### src/rtl/sync_fifo_pkg.sv
// Shared constants and helpers for the parametrised synchronous FIFO.
package sync_fifo_pkg;

  localparam int FIFO_DEF_WIDTH = 8;
  localparam int FIFO_DEF_DEPTH = 16;

  function automatic int fifo_addr_w(input int depth);
    return $clog2(depth);
  endfunction

endpackage

### src/rtl/sync_fifo_mem.sv
// FIFO storage: one synchronous write port, one asynchronous read port.
module sync_fifo_mem
  import sync_fifo_pkg::*;
#(
  parameter  int DATA_WIDTH = FIFO_DEF_WIDTH,
  parameter  int DEPTH      = FIFO_DEF_DEPTH,
  localparam int ADDR_W     = fifo_addr_w(DEPTH)
) (
  input  logic                  clk,
  input  logic                  wr_en,
  input  logic [ADDR_W-1:0]     wr_addr,
  input  logic [DATA_WIDTH-1:0] wr_data,
  input  logic [ADDR_W-1:0]     rd_addr,
  output logic [DATA_WIDTH-1:0] rd_data
);

  // Contents are deliberately not reset; validity is tracked by the pointers.
  logic [DATA_WIDTH-1:0] mem [DEPTH];

  always_ff @(posedge clk) begin
    if (wr_en) begin
      mem[wr_addr] <= wr_data;
    end
  end

  assign rd_data = mem[rd_addr];

endmodule

### src/rtl/sync_fifo_param.sv
// Parametrised single-clock FIFO with registered or fall-through read,
// occupancy, almost flags and registered overflow/underflow pulses.
module sync_fifo_param
  import sync_fifo_pkg::*;
#(
  parameter int DATA_WIDTH = FIFO_DEF_WIDTH,
  parameter int DEPTH      = FIFO_DEF_DEPTH,
  parameter int AF_THRESH  = DEPTH - 2,
  parameter int AE_THRESH  = 2,
  parameter int FWFT       = 0
) (
  input  logic                          clk,
  input  logic                          rst,
  input  logic                          w_en,
  input  logic                          r_en,
  input  logic [DATA_WIDTH-1:0]         data_in,
  output logic [DATA_WIDTH-1:0]         data_out,
  output logic                          full,
  output logic                          empty,
  output logic                          almost_full,
  output logic                          almost_empty,
  output logic [fifo_addr_w(DEPTH):0]   count,
  output logic                          overflow,
  output logic                          underflow
);

  localparam int ADDR_W = fifo_addr_w(DEPTH);
  localparam int PTR_W  = ADDR_W + 1;
  localparam logic [PTR_W-1:0] AF_T = PTR_W'(AF_THRESH);
  localparam logic [PTR_W-1:0] AE_T = PTR_W'(AE_THRESH);

  if ((DEPTH < 2) || ((DEPTH & (DEPTH - 1)) != 0)) begin : g_bad_depth
    $error("sync_fifo_param: DEPTH must be a power of two and at least 2");
  end
  if ((AF_THRESH < 1) || (AF_THRESH > DEPTH)) begin : g_bad_af
    $error("sync_fifo_param: AF_THRESH out of range 1..DEPTH");
  end
  if ((AE_THRESH < 0) || (AE_THRESH > DEPTH - 1)) begin : g_bad_ae
    $error("sync_fifo_param: AE_THRESH out of range 0..DEPTH-1");
  end
  if ((FWFT != 0) && (FWFT != 1)) begin : g_bad_fwft
    $error("sync_fifo_param: FWFT must be 0 or 1");
  end

  logic [PTR_W-1:0]      wr_ptr;
  logic [PTR_W-1:0]      rd_ptr;
  logic                  wr_acc;
  logic                  rd_acc;
  logic [DATA_WIDTH-1:0] rd_data;

  // Flags come only from registered pointers, so no request-to-output path.
  assign count        = wr_ptr - rd_ptr;
  assign empty        = (wr_ptr == rd_ptr);
  assign full         = (wr_ptr[ADDR_W] != rd_ptr[ADDR_W]) &&
                        (wr_ptr[ADDR_W-1:0] == rd_ptr[ADDR_W-1:0]);
  assign almost_full  = (count >= AF_T);
  assign almost_empty = (count <= AE_T);

  assign wr_acc = w_en && !full;
  assign rd_acc = r_en && !empty;

  always_ff @(posedge clk or negedge rst) begin
    if (!rst) begin
      wr_ptr    <= '0;
      rd_ptr    <= '0;
      overflow  <= 1'b0;
      underflow <= 1'b0;
    end else begin
      if (wr_acc) begin
        wr_ptr <= wr_ptr + PTR_W'(1);
      end
      if (rd_acc) begin
        rd_ptr <= rd_ptr + PTR_W'(1);
      end
      overflow  <= w_en && full;
      underflow <= r_en && empty;
    end
  end

  sync_fifo_mem #(
    .DATA_WIDTH (DATA_WIDTH),
    .DEPTH      (DEPTH)
  ) u_mem (
    .clk     (clk),
    .wr_en   (wr_acc),
    .wr_addr (wr_ptr[ADDR_W-1:0]),
    .wr_data (data_in),
    .rd_addr (rd_ptr[ADDR_W-1:0]),
    .rd_data (rd_data)
  );

  if (FWFT != 0) begin : g_fwft
    assign data_out = empty ? '0 : rd_data;
  end else begin : g_reg_read
    logic [DATA_WIDTH-1:0] dout_q;

    always_ff @(posedge clk or negedge rst) begin
      if (!rst) begin
        dout_q <= '0;
      end else if (rd_acc) begin
        dout_q <= rd_data;
      end
    end

    assign data_out = dout_q;
  end

endmodule

### config.mk
export PLATFORM = sky130hd
export DESIGN_NAME = sync_fifo_param
export DESIGN_NICKNAME = d
export VERILOG_FILES = /design/src/rtl/sync_fifo_pkg.sv /design/src/rtl/sync_fifo_mem.sv /design/src/rtl/sync_fifo_param.sv
export SDC_FILE = /design/constraint.sdc
export NUM_CORES = 1
export LEC_CHECK = 0
export ABC_AREA = 1
export BUFFER_PORTS_ARGS = -buffer_cell sky130_fd_sc_hd__clkbuf_2
export CAP_MARGIN = 20
export CORE_MARGIN = 4
export CORE_UTILIZATION = 48
export DETAILED_ROUTE_END_ITERATION = 8
export HOLD_SLACK_MARGIN = 0.15
export PLACE_DENSITY_LB_ADDON = 0.08
export SLEW_MARGIN = 20
export SYNTH_ARGS = -nofsm -noshare
export SYNTH_HDL_FRONTEND = slang
export SYNTH_HIERARCHICAL = 1
export SYNTH_SLANG_ARGS = --single-unit
### constraint.sdc
create_clock -name clk -period 4.6 [get_ports clk]
set_clock_uncertainty 0.1 [all_clocks]
set_input_delay 1.38 -clock clk [delete_from_list [all_inputs] [get_ports clk]]
set_output_delay 1.38 -clock clk [all_outputs]
set_load 0.03 [all_outputs]
==> results.md, run 1 <==
- Outcome: finished, final reports clean
- Util after Layout: 0.5462
- 1st-pass router iterations: 5
- Ant diodes: 0
- Compound-gate portion of the synthesized area: 0.002214
- CTS sink cnt: 148
- Residual DRC count: 0
- Post-CTS Hold Fix Bufs: 0
- Post-DRT Antenna Nets: 0
- Initial antenna violation count: 0
- Share of cells above drive strength 1: 0.09426
- Wire length per cell: 16.45 um
- Final setup viols: 0
- Crit path largest cell delay: 0.60 ns
- Max Root-Sink Buffers: 2
- Power per Cell Area: 675.8 nW/um2
- Core area: 13,880 um2
- First-pass GRT wire length: 23.65 mm
- Max-slew headroom: 0.4068
- Clock transition at path regs: 0.05 ns
- Yosys cell types: 21
- Vias: 4,590
- Multi-input combinational cell area: 1793 um2
- EDFF count, synth: 128
- Slew Limit Fails: 0
- Initial DRC count: 376
- LEAKAGE: 0.003445 uW
- Htree depth: 4
- TritonCTS clock tree: yes
- Resize count post-CTS: 0
- Min-delay worst type: flop to flop
- Arrival @ worst endpoint: 2.32 ns
- Largest net degree at the start of global routing: 70
- Die area: 16,090 um2
- Avg Inst Size Synth: 9.770 um2
- Vias/cell: 5.033
- Cell family with most CP delay: flip-flops
- Buf/Inv on CP: 3
- CP endpoint kind: primary output
- Fin cells: 912
- Final period util: 0.8267
- Setup CP Type: flop to primary output
- Xor-xnor portion of the synthesized cell area: 0.01033
- Port bufs: 30
- Worst-Margin Slew: 0.8866 ns
- Layout net count: 739
- Syn nets: 713
- Total Power: 5124 uW
- Die width: 126.9 um
- Clock Latency Late Sink: 0.41 ns
- Post-synthesis sequential area ratio: 0.6407
- I/O pin count: 31
- Sequential Area: 4345 um2
- Inst Count DP: 881
- CP startpoint kind: flop
- Fillers: 1,233
- Post-Route WL: 15.01 mm
- CTS Buf Count: 17
- Overflow after GRT: 0
- Post-CTS Setup Bufs: 0
- RD Place Congestion: 0.8768
- Final Hold Fails: 0
- Cell count after synthesis: 694
- Synth warn: 6
- Slowest CP cell: dfrtp_1
- Main synth FF type: edfxtp_1
- GRT Resource Usage Total: 0.1951
- Number of global-route vias before repair: 4,536
- Mux cell area share after synthesis: 0
- Synthesized-area fraction occupied by adder cells: 0.01402
- Setup TNS: 0 ns
- Max cap viols: 0
- Crit path time final: 3.803 ns
- Max Fclk: 263.0 MHz
- Core Rows: 43
- Root buf cell: clkbuf_16
- Yosys reg bits: 148
- Syn-to-layout area delta: 11.83%
- CP Cell Sequence: inv_1, ha_1, nand2_1, nor2_2, nand2_2, inv_1, clkbuf_2
- Max VDD drop: 0.0002840 V
- Most used cell, CP: inv_1
- DIE HEIGHT: 126.9 um
- HPWL after DPL: 9.434 mm
- Netlist Area Pre-Place: 6780 um2
- RSZ-0062 raised after global routing: false
- FFs w/ async S/R, synth: 0.1351
- Simple-gate portion of the synthesized area: 0.2379
- Largest family of logic cells by synthesized area: simple AND/OR/NAND/NOR gates
- Initial core utilization: 0.4885
- WP data required: 3.12 ns
- Worst-path fanout max: 16
[metrics by stage]
| step | cell area, um2 | worst slack (ns) | hold WS [ns] |
|---|---|---|---|
| finish | 7582 | 0.7971 | 0.3732 |
| global route | 7582 | 0.6224 | 0.4016 |
| CTS | 7582 | 0.8103 | 0.3756 |
| detailed placement | 7010 | 1.250 | 0.3619 |
| global placement | 6990 | 1.315 | 0.3566 |
| floorplan | 6780 | 1.091 | 0.3894 |
[tightest hold or removal path, stage by stage, from the launching register on]
cell	delay, ns
dfrtp_1	0.34
nand2_1	0.05
nand2_1	0.05
[cells in the final DEF (no fill, tap or decap)]
cell type     n
a21oi_1       3
buf_12        1
buf_4         3
bufinv_16     3
clkbuf_1      2
clkbuf_16    17
clkbuf_2     30
clkinv_1      2
clkinv_2      5
clkinv_4      1
clkinvlp_4    1
dfrtp_1      19
dfrtp_2       1
edfxtp_1    128
fa_1          1
ha_1          6
inv_1       119
inv_2         2
nand2_1     224
nand2_2       3
nand2_4       1
nand3_1     126
nand3b_1      3
nor2_1       22
nor2_2        1
xnor2_1       1
xor2_1        7
[power by group]
part | internal (uW) | total, uW | switching, uW
combinational | 570 | 2040 | 1470
sequential | 1640 | 1740 | 97.5
clock | 840 | 1340 | 503
total | 3050 | 5120 | 2070
[flip-flops by register name (all words and copies together), names as in the netlist]
signal / flops
u_mem/mem: 128
data_out: 8
rd_ptr: 5
wr_ptr: 5
overflow: 1
underflow: 1
[layout make-up]
cell class | count | area share
Inverter | 121 | 0.05990
Tap cell | 180 | 0.02970
Timing Repair Buffer | 34 | 0.02541
Sequential cell | 148 | 0.5731
Clock inverter | 12 | 0.01832
Multi-Input combinational cell | 398 | 0.2365
Clock buffer | 19 | 0.05710
[worst paths after layout]
| kind | start | to | slack, ns | cells past startpoint |
|---|---|---|---|---|
| worst max-delay path | rd_ptr[3] | empty | 0.80 | 7 |
| worst min-delay path | data_out[4] | data_out[4] | 0.37 | 2 |
| worst max register to register | rd_ptr[3] | u_mem/mem[11][0] | 1.52 | 9 |
| worst min register to register | data_out[4] | data_out[4] | 0.37 | 2 |
| max in group asynchronous | rst | rd_ptr[0] | 3.19 | 1 |
| min in group asynchronous | rst | rd_ptr[1] | 0.83 | 1 |
[metal layers]
metal  track usage  wire length, um  part of all wire  vias to the layer above
met3       0.04463              690             0.046                       33
met5             0                0                 0                        -
met4       0.08959              467             0.031                        0
li1              -                -                 -                     2277
met2        0.3116             7148              0.48                      110
met1        0.2544             6700              0.45                     2170
[cells in the mapped netlist, types with 2 or more instances]
master	instances	area, um2
nand2_1	224	840.8
edfxtp_1	128	3844
nand3_1	126	630.6
inv_1	119	446.7
nor2_1	22	82.58
dfrtp_1	20	500.5
buf_2	13	65.06
buf_6	7	78.83
xor2_1	7	61.31
ha_1	6	75.07
buf_4	5	37.54
a21oi_1	3	15.01
nand2_2	3	18.77
nand3b_1	3	22.52
inv_2	2	7.510
[kinds of logic after synthesis]
logic type | count (synthesis)
xor gates and xnor gates | 8
adders and majority gates | 7
and+or+nand+nor | 380
AOI/OAI and AO/OA | 3
buffers and inverters | 148
DFF | 148
No activity file was read; power rests on OpenSTA's default activity.
==> run 2, diff against run 1 <==
clock period = 3.2 ns   (was 4.6 ns; I/O delays follow)
==> results.md, run 2 (synthesis results as in run 1) <==
- Commonest cells after routing, fill and taps aside: nand2_1, edfxtp_1, nand3_1, inv_1, clkbuf_2
- Residual DRC count: 0 (unchanged)
- Number of global-route vias before repair: 4,491 (-0.99%)
- Util after Layout: 0.5571 (+0.01082)
- Flop-to-flop setup slack: 0.55 ns (-0.97 ns)
- Initial core utilization: 0.4885 (unchanged)
- Initial DRC count: 308 (-18%)
- Vias/cell: 4.958 (-1.5%)
- RSZ-0062 raised after global routing: true
- Setup CP Type: flop to primary output
- Wire length per cell: 16.32 um (-0.81%)
- CP Cell Sequence: inv_2, ha_4, inv_4, fa_2, inv_2, nor2_2, a21oi_2, nand3_1, nor2_1, buf_4
- CTS Buf Count: 17 (unchanged)
- Overflow after GRT: 0 (unchanged)
- 1st-pass router iterations: 6 (+1)
- Clock transition at path regs: 0.06 ns (about the same)
- Most used cell, CP: inv_2
- CP startpoint kind: flop
- Post-DRT Antenna Nets: 0 (unchanged)
- Largest net degree at the start of global routing: 69 (-1.4%)
- Placed Instance Area: 7096 um2 (+1.2%)
- Vias: 4,601 (+0.24%)
- Inst Count DP: 894 (+1.5%)
- CTS sink cnt: 148 (unchanged)
- Power per Cell Area: 962.9 nW/um2 (+42%)
- Setup TNS: 0 ns (unchanged)
- GRT Resource Usage Total: 0.2016 (+0.006569)
- Port bufs: 30 (unchanged)
- Clock Latency Late Sink: 0.42 ns (about the same)
- Crit path time final: 3.135 ns
- Ant diodes: 0 (unchanged)
- HPWL after DPL: 9.105 mm (-3.5%)
- Crit path largest cell delay: 0.45 ns (-0.15 ns)
- Min-Delay Path Depth: 2 (unchanged)
- Htree depth: 4 (unchanged)
- WP data required: 2.14 ns (-0.98 ns)
- First-pass GRT wire length: 24.19 mm (+2.3%)
- Post-route cell area: 7732 um2 (+2.0%)
- Share of cells above drive strength 1: 0.1390 (+0.04478)
- Fillers: 1,227 (-0.49%)
- Core Rows: 43 (unchanged)
- Reg with most FFs: u_mem/mem
- Outcome: finished, final reports clean
- Root buf cell: clkbuf_16
- Arrival @ worst endpoint: 2.07 ns (-0.25 ns)
- Fin cells: 928 (+1.8%)
- LEAKAGE: 0.003508 uW (+1.8%)
- Final Hold Fails: 0 (unchanged)
- Worst hold start: data_out[3]
- Max reg flops: 128 (unchanged)
- Final period util: 0.9795
- Max-slew headroom: 0.4539 (+0.04710)
- Buf/Inv on CP: 4 (+1)
- Syn-to-layout area delta: 14.04%
- Initial antenna violation count: 0 (unchanged)
- DIE HEIGHT: 126.9 um (unchanged)
- Max Root-Sink Buffers: 2 (unchanged)
- Reg-to-reg endpoint: u_mem/mem[1][2]
- Min-delay worst type: flop to flop
- FF-to-FF path depth: 8 (-1)
- TritonCTS clock tree: yes
- Die width: 126.9 um (unchanged)
- Slew Limit Fails: 0 (unchanged)
- Layout net count: 754 (+2.0%)
- Max Fclk: 319.0 MHz
- Max cap viols: 0 (unchanged)
- Total Power: 7446 uW (+45%)
- Worst-Margin Slew: 0.8162 ns (-0.07039 ns)
- Core area: 13,880 um2 (unchanged)
- Die area: 16,090 um2 (unchanged)
- Worst R2R Start: wr_ptr[1]
- Commonest non-fill, non-tap cell in the layout: nand2_1
- CP endpoint kind: primary output
- Slowest CP cell: fa_2
- I/O pin count: 31 (unchanged)
- Max VDD drop: 0.0004017 V (+41%)
- Final setup viols: 0 (unchanged)
- Cell family with most CP delay: adder cells
- Post-Route WL: 15.15 mm (+0.93%)
- Hold EP: data_out[3]
- Worst-path fanout max: 2 (-14)
- Number of cells on the critical path: 10 (+3)
- RD Place Congestion: 0.8295 (-5.4%)
run 2: power breakdown:
group	switching, uW	total [uW]	leakage [uW]	internal [uW]
Combinational	2180	3130	0.00184	949
Sequential	132	2490	0.00141	2360
Clock	769	1830	0.000265	1060
Total	3080	7450	0.00351	4370
run 2: timing repair:
item                       in CTS  in global routing
gates resized for setup         4                 23
setup buffers                   2                  0
pin swaps                       0                  6
hold buffers                    0                  0
setup endpoints to repair       4                  5
hold endpoints to repair        0                  0
run 2: worst max-delay path by stage:
stage,startpoint,end,slack (ns)
after CTS,wr_ptr[0],almost_empty,-0.02
after global routing,wr_ptr[0],almost_empty,-0.09
final,wr_ptr[0],almost_empty,0.07
after global placement,wr_ptr[0],almost_empty,0.34
after floorplan,wr_ptr[0],almost_empty,0.11
after detailed placement,wr_ptr[0],almost_empty,0.29
run 2: through the flow:
step	setup slack (ns)	hold slack [ns]
after detailed placement	0.2883	0.3673
after CTS	-0.01521	0.3826
after floorplan	0.1107	0.3894
after global placement	0.3366	0.3547
final	0.06547	0.3764
after global routing	-0.09180	0.4059
run 2: metal layers:
metal  track usage  vias to the layer above  routed length [um]
li1              -                     2307                   -
met1        0.2693                     2141                6714
met2        0.3144                      124                7196
met3       0.05347                       29                 845
met4       0.08328                        0                 389
met5             0                        -                   0
run 2: layout make-up:
cell class | count | area, um2 | area share
flip-flops and latches | 148 | 4348 | 0.5623
multi-input cells | 398 | 1858 | 0.2403
inverters | 121 | 456.7 | 0.05906
clock buffers | 17 | 425.4 | 0.05502
repair buffers | 49 | 301.5 | 0.03900
well taps | 180 | 225.2 | 0.02913
clock inverters | 15 | 117.6 | 0.01521
run 2: worst register-to-register path, cell delays in order, from the launching register on:
cell	delay (ns)
dfrtp_1	0.48
ha_1	0.36
nand2_1	0.08
nor2_2	0.06
nand2_2	0.15
nand2_2	0.13
inv_1	0.13
nand2_1	0.14
nor2_1	0.65
==> run 3, diff against run 2 <==
clock period = 2.5 ns   (was 3.2 ns; I/O delays follow)
==> results.md, run 3 (synthesis results as in run 1) <==
- Max cap viols: 0 (unchanged)
- DIE HEIGHT: 126.9 um (unchanged)
- Post-route cell area: 8098 um2 (+4.7%)
- Clock group share of total power: 0.245 (about the same)
- CP startpoint kind: flop
- Violated checks: setup timing
- HPWL after DPL: 9.497 mm (+4.3%)
- CTS Buf Count: 17 (unchanged)
- RSZ-0062 raised after global routing: true
- Slew Limit Fails: 0 (unchanged)
- Setup CP Type: flop to primary output
- Share of cells above drive strength 1: 0.1760 (+0.03697)
- 1st-pass router iterations: 5 (-1)
- Overflow after GRT: 0 (unchanged)
- Post-Route WL: 15.36 mm (+1.4%)
- Util after Layout: 0.5834 (+0.02632)
- LEAKAGE: 0.003670 uW (+4.6%)
- Fillers: 1,166 (-5.0%)
- Worst R2R Start: rd_ptr[3]
- Residual DRC count: 0 (unchanged)
- Port bufs: 30 (unchanged)
- Post-DRT Antenna Nets: 0 (unchanged)
- GRT Resource Usage Total: 0.2017 (about the same)
- Number of global-route vias before repair: 4,559 (+1.5%)
- Critical Path Start: wr_ptr[0]
- Wire length per cell: 16.22 um (-0.63%)
- Final Hold Fails: 0 (unchanged)
- Max VDD drop: 0.0006455 V (+61%)
- Max-slew headroom: 0.4821 (+0.02821)
- WP data required: 1.65 ns (-0.49 ns)
- Clock transition at path regs: 0.06 ns (about the same)
- Core area: 13,880 um2 (unchanged)
- Sw frac: 0.3913 (-0.02229)
- CP endpoint kind: primary output
- TritonCTS clock tree: yes
- Initial core utilization: 0.4885 (unchanged)
- I/O pin count: 31 (unchanged)
- Outcome: finished with violations
- P_sw: 4085 uW (+33%)
- Power per Cell Area: 1289 nW/um2 (+34%)
- Syn-to-layout area delta: 19.43%
- Ant diodes: 0 (unchanged)
- Arrival @ worst endpoint: 2.11 ns (+0.04 ns)
- Vias/cell: 5.044 (+1.7%)
- Final setup viols: 7 (+7)
- Max Fclk: 337.6 MHz
- Post-CTS Hold Fix Bufs: 0 (unchanged)
- Max reg flops: 128 (unchanged)
- Htree depth: 4 (unchanged)
- Largest net degree at the start of global routing: 70 (+1.4%)
- Vias: 4,777 (+3.8%)
- FF-to-FF path depth: 11 (+3)
- CTS sink cnt: 148 (unchanged)
- Placed Instance Area: 7238 um2 (+2.0%)
- Internal: 6355 uW (+46%)
- Die area: 16,090 um2 (unchanged)
- Flop-to-flop setup slack: 0.17 ns (-0.38 ns)
- Worst-Margin Slew: 0.7769 ns (-0.03929 ns)
- Commonest non-fill, non-tap cell in the layout: nand2_1
- Final period util: 1.185
- Reg with most FFs: u_mem/mem
- Max Root-Sink Buffers: 2 (unchanged)
- Initial antenna violation count: 0 (unchanged)
- Worst setup margin: -0.4617 ns (-0.5272 ns)
- Multi-input combinational cell area: 1934 um2 (+4.1%)
- Worst-path fanout max: 3 (+1)
- Root buf cell: clkbuf_16
- Setup WS pre-CTS: -0.1182 ns (-0.4065 ns)
- Layout net count: 775 (+2.8%)
- Initial DRC count: 402 (+31%)
- Commonest cells after routing, fill and taps aside: nand2_1, edfxtp_1, nand3_1, inv_1, buf_4
- Die width: 126.9 um (unchanged)
- Reg-to-reg endpoint: u_mem/mem[14][7]
- Clock Latency Late Sink: 0.41 ns (about the same)
- First-pass GRT wire length: 24.62 mm (+1.8%)
- RD Place Congestion: 0.8144 (-1.8%)
- Logic gate share of total power: 0.452 (+0.032)
- Flop pwr share: 0.303 (-0.032)
- Crit path time final: 2.962 ns
- Min-delay worst type: primary input to async pin
- Core Rows: 43 (unchanged)
- Sequential Area: 4347 um2 (about the same)
run 3: cell types whose count changed in the layout (fill, tap and decap cells not counted), sizes merged:
cell and delta:
buf +24, bufinv +3, clkbuf -3, clkinv -3, clkinvlp -2
run 3: repair_timing:
action | 4_1_cts | 5_1_grt
pin swaps | 9 | 8
buffers inserted | 6 | 2
setup endpoints to repair | 8 | 8
resized for setup | 37 | 17
cloned | 0 | 0
run 3: worst max-delay path, cell delays in order, from the launching register on:
cell and delay [ns]:
dfrtp_1 0.39, inv_2 0.09, ha_4 0.14, inv_4 0.03, fa_2 0.39, nand2_1 0.11, nand2_1 0.12, nor2_2 0.10
nand3_1 0.10, nand2_2 0.09, clkbuf_8 0.15
run 3: layout make-up:
class                           instances  area share
Clock inverter                         13     0.02055
Clock buffer                           17     0.05253
Multi-Input combinational cell        398      0.2389
Tap cell                              180     0.02781
Timing Repair Buffer                   70     0.06706
Inverter                              121     0.05640
Sequential cell                       148      0.5368
run 3: power groups by stage:
stage               Combinational [uW]  Sequential (uW)  Clock (uW)
floorplan                         2740             3360           0
global placement                  3930             3180           0
detailed placement                3970             3190           0
CTS                               4510             3160        2610
global route                      5190             3190        2750
finish                            4720             3160        2560
run 3: routing by layer:
metal,global-route usage,vias up,share of wire
met4,0.07129,0,0.019
met2,0.3278,135,0.49
met5,0,-,0
met3,0.03663,21,0.046
li1,-,2351,-
met1,0.2741,2270,0.45
run 3: metrics by stage:
stage,TNS [ns],total power (uW),std cells,hold WS (ns)
3_3_place_gp,-0.07710,7106,909,0.3601
3_5_place_dp,-0.2106,7161,909,0.3645
2_1_floorplan,-0.2255,6100,694,0.3544
4_1_cts,-1.604,10280,945,0.1838
5_1_grt,-2.495,11120,947,0.2246
6_report,-1.750,10440,947,0.1879
run 3: worst max path at each step:
stage | slack [ns] | end
6_report | -0.46 | almost_full
5_1_grt | -0.59 | almost_full
4_1_cts | -0.46 | almost_empty
3_5_place_dp | -0.12 | almost_empty
3_3_place_gp | -0.08 | almost_empty
2_1_floorplan | -0.15 | almost_empty
